===== config.mk =====
export PLATFORM = sky130hd
export DESIGN_NAME = iterative_normalizer
export DESIGN_NICKNAME = d
export VERILOG_FILES = /design/src/rtl/iterative_normalizer.sv
export SDC_FILE = /design/constraint.sdc
export NUM_CORES = 1
export LEC_CHECK = 0
export ABC_AREA = 1
export BUFFER_PORTS_ARGS = -buffer_cell sky130_fd_sc_hd__buf_2
export CORE_MARGIN = 2
export CORE_UTILIZATION = 48
export DETAILED_ROUTE_END_ITERATION = 6
export GPL_ROUTABILITY_DRIVEN = 0
export PLACE_DENSITY = 0.77
export SETUP_SLACK_MARGIN = 0.02
export SYNTH_ARGS = -nofsm -noshare
export SYNTH_HDL_FRONTEND = slang
export SYNTH_SLANG_ARGS = --single-unit

===== constraint.sdc =====
create_clock -name clk_i -period 1.7 [get_ports clk_i]
set_input_delay 0.34 -clock clk_i [delete_from_list [all_inputs] [get_ports clk_i]]
set_output_delay 0.34 -clock clk_i [all_outputs]
set_load 0.05 [all_outputs]

===== src/rtl/iterative_normalizer.sv =====
// Purpose: multi-cycle left-normalizer; shifts a word left until its MSB is 1 and reports the shift.
// Latency: operand 0 -> 1 cycle; otherwise LZ/4 + LZ%4 + 3 cycles from accept to valid_o.
// Backpressure: result held stable in DONE until ready_i; ready_o low while busy (no overlap).
//
// Ports:
//   clk_i, rst_n_i             clock (rising edge), asynchronous active-low reset
//   valid_i / ready_o          operand handshake; ready_o is high only in IDLE
//   operand_i                  word to normalize
//   valid_o / ready_i          result handshake; valid_o is high only in DONE
//   normalized_o               operand << shift_count_o (zero outside DONE)
//   shift_count_o              leading zeros removed (zero outside DONE)
//   is_all_zero_o              operand was all zero (zero outside DONE)
//
// DATA_WIDTH must be 24 or 32 (a multiple of 4, so the nibble steps tile the word).

module iterative_normalizer #(
  parameter int DATA_WIDTH = 32
) (
  input  logic                          clk_i,
  input  logic                          rst_n_i,
  input  logic                          valid_i,
  output logic                          ready_o,
  input  logic [DATA_WIDTH-1:0]         operand_i,
  output logic                          valid_o,
  input  logic                          ready_i,
  output logic [DATA_WIDTH-1:0]         normalized_o,
  output logic [$clog2(DATA_WIDTH)-1:0] shift_count_o,
  output logic                          is_all_zero_o
);

  localparam int CW  = $clog2(DATA_WIDTH);
  localparam int MSB = DATA_WIDTH - 1;

  typedef enum logic [1:0] {
    S_IDLE   = 2'd0,
    S_NIBBLE = 2'd1,
    S_BIT    = 2'd2,
    S_DONE   = 2'd3
  } state_t;

  state_t                r_state;
  state_t                w_next_state;
  logic [DATA_WIDTH-1:0] r_data;
  logic [DATA_WIDTH-1:0] w_data_nxt;
  logic [CW-1:0]         r_count;
  logic [CW-1:0]         w_count_nxt;
  logic                  r_zero;
  logic                  w_zero_nxt;

  always_ff @(posedge clk_i or negedge rst_n_i) begin
    if (!rst_n_i) begin
      r_state <= S_IDLE;
      r_data  <= '0;
      r_count <= '0;
      r_zero  <= 1'b0;
    end else begin
      r_state <= w_next_state;
      r_data  <= w_data_nxt;
      r_count <= w_count_nxt;
      r_zero  <= w_zero_nxt;
    end
  end

  always_comb begin
    w_next_state = r_state;
    w_data_nxt   = r_data;
    w_count_nxt  = r_count;
    w_zero_nxt   = r_zero;

    case (r_state)
      S_IDLE: begin
        if (valid_i) begin
          w_count_nxt = '0;
          if (operand_i == '0) begin
            // A zero word can never be normalized; report it directly.
            w_data_nxt   = '0;
            w_zero_nxt   = 1'b1;
            w_next_state = S_DONE;
          end else begin
            w_data_nxt   = operand_i;
            w_zero_nxt   = 1'b0;
            w_next_state = S_NIBBLE;
          end
        end
      end

      S_NIBBLE: begin
        // Data is non-zero here, so this loop always terminates.
        if (r_data[MSB-:4] == 4'b0000) begin
          w_data_nxt  = r_data << 4;
          w_count_nxt = r_count + CW'(4);
        end else begin
          w_next_state = S_BIT;
        end
      end

      S_BIT: begin
        // At most three fine steps remain after the nibble phase.
        if (!r_data[MSB]) begin
          w_data_nxt  = r_data << 1;
          w_count_nxt = r_count + CW'(1);
        end else begin
          w_next_state = S_DONE;
        end
      end

      S_DONE: begin
        if (ready_i) begin
          w_next_state = S_IDLE;
        end
      end

      default: begin
        w_next_state = S_IDLE;
      end
    endcase
  end

  assign ready_o = (r_state == S_IDLE);
  assign valid_o = (r_state == S_DONE);

  // Gate results so intermediate shift states are never visible.
  assign normalized_o  = valid_o ? r_data  : '0;
  assign shift_count_o = valid_o ? r_count : '0;
  assign is_all_zero_o = valid_o ? r_zero  : 1'b0;

endmodule


==> results.toml <==
[placed_design]
io_buffer_count = 75
dpl.cell_count = 582
dp_hpwl_um = 5640

[cells_and_area]
fin_cells = 608
synthToLayoutAreaGrowth_pct = 56.4
num-nets-final = 580
diodes = 0
drive_above_1_share = 0.410

[clock_tree]
clock_latency_ns = 0.29
cts_tree = "done"
cts_root_buffer = "clkbuf_8"
cts_buffers = 5
cts_sinks = 40
cts.path.max_buffers = 2
htreeDepth = 2
cts.clk_slew.worst_paths_ns = 0.08

[drt]
ant_nets = 0
drc = 0
via_count = 3324
dr.pass1.iters = 7
viasPerCell = 5.47
wirelength_um = 9320
dr.first_iter.drc_count = 316
wl_per_cell_um = 15.3

[sta]
fin_skew_ns = 0.00713
finalCriticalPeriod_ns = 1.84
slew_headroom = 0.736
tns_ns = -2.74
finalCritPeriodShare = 1.09
hold_viol = 0
rsz0062_at_grt = "yes"
finalHoldWorstSlack_ns = 0.315
slew_viol_final = 0
fin_ws_ns = -0.145
setup_viol = 54
max_slew.worst_pin.slew_ns = 0.396
maxClockFrequency_mhz = 542

[logic_synthesis]
syn_area_um2 = 2830
syn_nets = 487
synth_ff_type = "dfrtp_1"
synthTopCellsByCount = "160 x nand2_1, 83 x inv_1, 40 x dfrtp_1, 34 x o21ai_0, 29 x o22ai_1"
synth_top_area_share = 0.354
synth_compound_area_frac = 0.164
synth_fa_ha_area_frac = 0.0399
synth_top_family_by_area = "simple AND/OR/NAND/NOR gates"
yosysUniqueCellTypes = 27
yosysTopAreaCell = "dfrtp_1"
yosys.area_share.simple = 0.285
synth_seq_cells = 40
synth.most_common_cell = "nand2_1"
synth_mux_area_frac = 0.00354
synth_warnings = 0
synthTopCellsByArea = "dfrtp_1 35%, nand2_1 21%, inv_1 11%"
avgSynthCellArea_um2 = 6.39
synth_edf_count = 0
synth_xor_area_frac = 0.00310
ys_seq_area_frac = 0.354
async_reset_ff_frac = 1.00
synth_cells = 442

[setup_path]
r2r_setup_slack_ns = -0.14
critPathArrivalTime_ns = 2.07
rr_worst_depth = 10
rr_endpoint = "r_data[19]"
criticalPathCategory = "flop to flop"
reg2reg_from = "r_state[0]"
start_kind = "flop"
path_max_fanout = 6
cp-startpoint = "r_state[0]"
required_ns = 1.92
cp-end-kind = "flop"

[power]
ir_drop_mv = 1.51
p_leak_nw = 2.04
power_density_nw_per_um2 = 2120

[floorplan]
die_w_um = 80.7
num_rows = 27
dieArea_um2 = 6520
dieHeight_um = 80.7
start_util = 0.504
pin_count = 76
core_um2 = 5610

[global_route]
grt_usage = 0.265
grt_max_degree = 27
grt_pass1_wl_um = 13600
grt_overflow_total = 0
antenna_found_initial = 0
grt_pass1_vias = 3044

[status]
status = "finished, violations left"
violations = "negative setup slack"

[run]
maxCapViolCount = 0

[hold_path]
hold_end = "r_data[0]"
min-delay-start = "operand_i[0]"
hp-class = "primary input to flop"
min_path_cells = 3
==> registers in the layout, indices dropped and copies added, names as in the netlist <==
signal,count
r_state,2
r_zero,1
r_data,32
r_count,5
==> cell usage in the layout (no fill, tap or decap), drive strengths merged <==
cell	synthesis	final
inv	84	53
clkinvlp	0	31
nand3	13	13
bufinv	0	1
nor3	1	1
nand2	161	161
xnor2	1	1
nand4	1	1
o21a	1	1
a21oi	8	8
o21ai	44	44
ha	9	9
nor2	26	26
dlygate4sd3	0	1
dfrtp	40	40
clkbuf	9	9
clkinv	0	1
or2	1	1
buf	12	103
mux2i	1	1
o22ai	29	29
o21bai	1	1
==> per-stage QoR <==
step                cell area (um2)   util  worst slack [ns]  power [W]
finish                         4420  0.788            -0.145    0.00936
global route                   4420  0.788            -0.210    0.00995
CTS                            4080  0.727           -0.0488    0.00809
detailed placement             3540  0.631          -0.00556    0.00649
global placement               3540  0.631            0.0827    0.00637
floorplan                      3010      -          -0.00721    0.00527
==> how the worst max path moves through the flow <==
stage / endpoint / depth (start not counted) / slack, ns
finish: r_data[19] / 10 / -0.14
global route: r_data[19] / 10 / -0.21
CTS: normalized_o[12] / 5 / -0.05
detailed placement: r_data[17] / 10 / -0.006
global placement: r_data[0] / 10 / 0.08
floorplan: shift_count_o[2] / 5 / -0.007
==> worst max-delay path, stage by stage (launching register included) <==
cell        delay, ns
dfrtp_2          0.41
buf_6            0.12
buf_6            0.10
ha_4             0.18
clkinvlp_4       0.22
clkbuf_16        0.23
o22ai_1          0.18
nand2_1          0.09
nand2_1          0.07
nand2_1          0.08
o21ai_1          0.09
==> cells by family after synthesis <==
family	after synthesis
multiplexers	1
buffers and inverters	105
adder cells (fa/ha/maj)	9
XOR/XNOR	1
AND/OR/NAND/NOR	203
AO/OA/AOI/OAI	83
flip-flops	40
==> metal layers <==
metal,global-route usage,up-vias,share of wire
met2,0.468,201,0.52
met1,0.330,1536,0.38
met3,0.0438,35,0.072
met5,0,-,0
li1,-,1552,-
met4,0.0881,0,0.033
==> where the power goes <==
group          leakage (nW)  internal [W]  switching [W]
clock network        0.0552      0.000436       0.000329
logic                  1.47       0.00279        0.00409
registers             0.512       0.00137       0.000350
==> cell type report <==
type / count / area [um2]
Clock buffer: 6 / 72.6
Clock inverter: 2 / 35.0
Fill cell: 355 / 1190
Inverter: 84 / 437
Multi-Input combinational cell: 297 / 1710
Sequential cell: 40 / 1000
Tap cell: 72 / 90.1
Timing Repair Buffer: 107 / 1070
==> what timing repair did <==
| action | CTS | global route |
|---|---|---|
| endpoints found under the hold margin | 14 | 0 |
| gates resized for setup | 103 | 77 |
| endpoints found under the setup margin | 69 | 79 |
| cloned | 1 | 5 |
| hold buffers | 1 | 0 |
| pin swaps | 0 | 21 |
| setup buffers | 8 | 4 |
No activity file was read; power rests on OpenSTA's default activity.
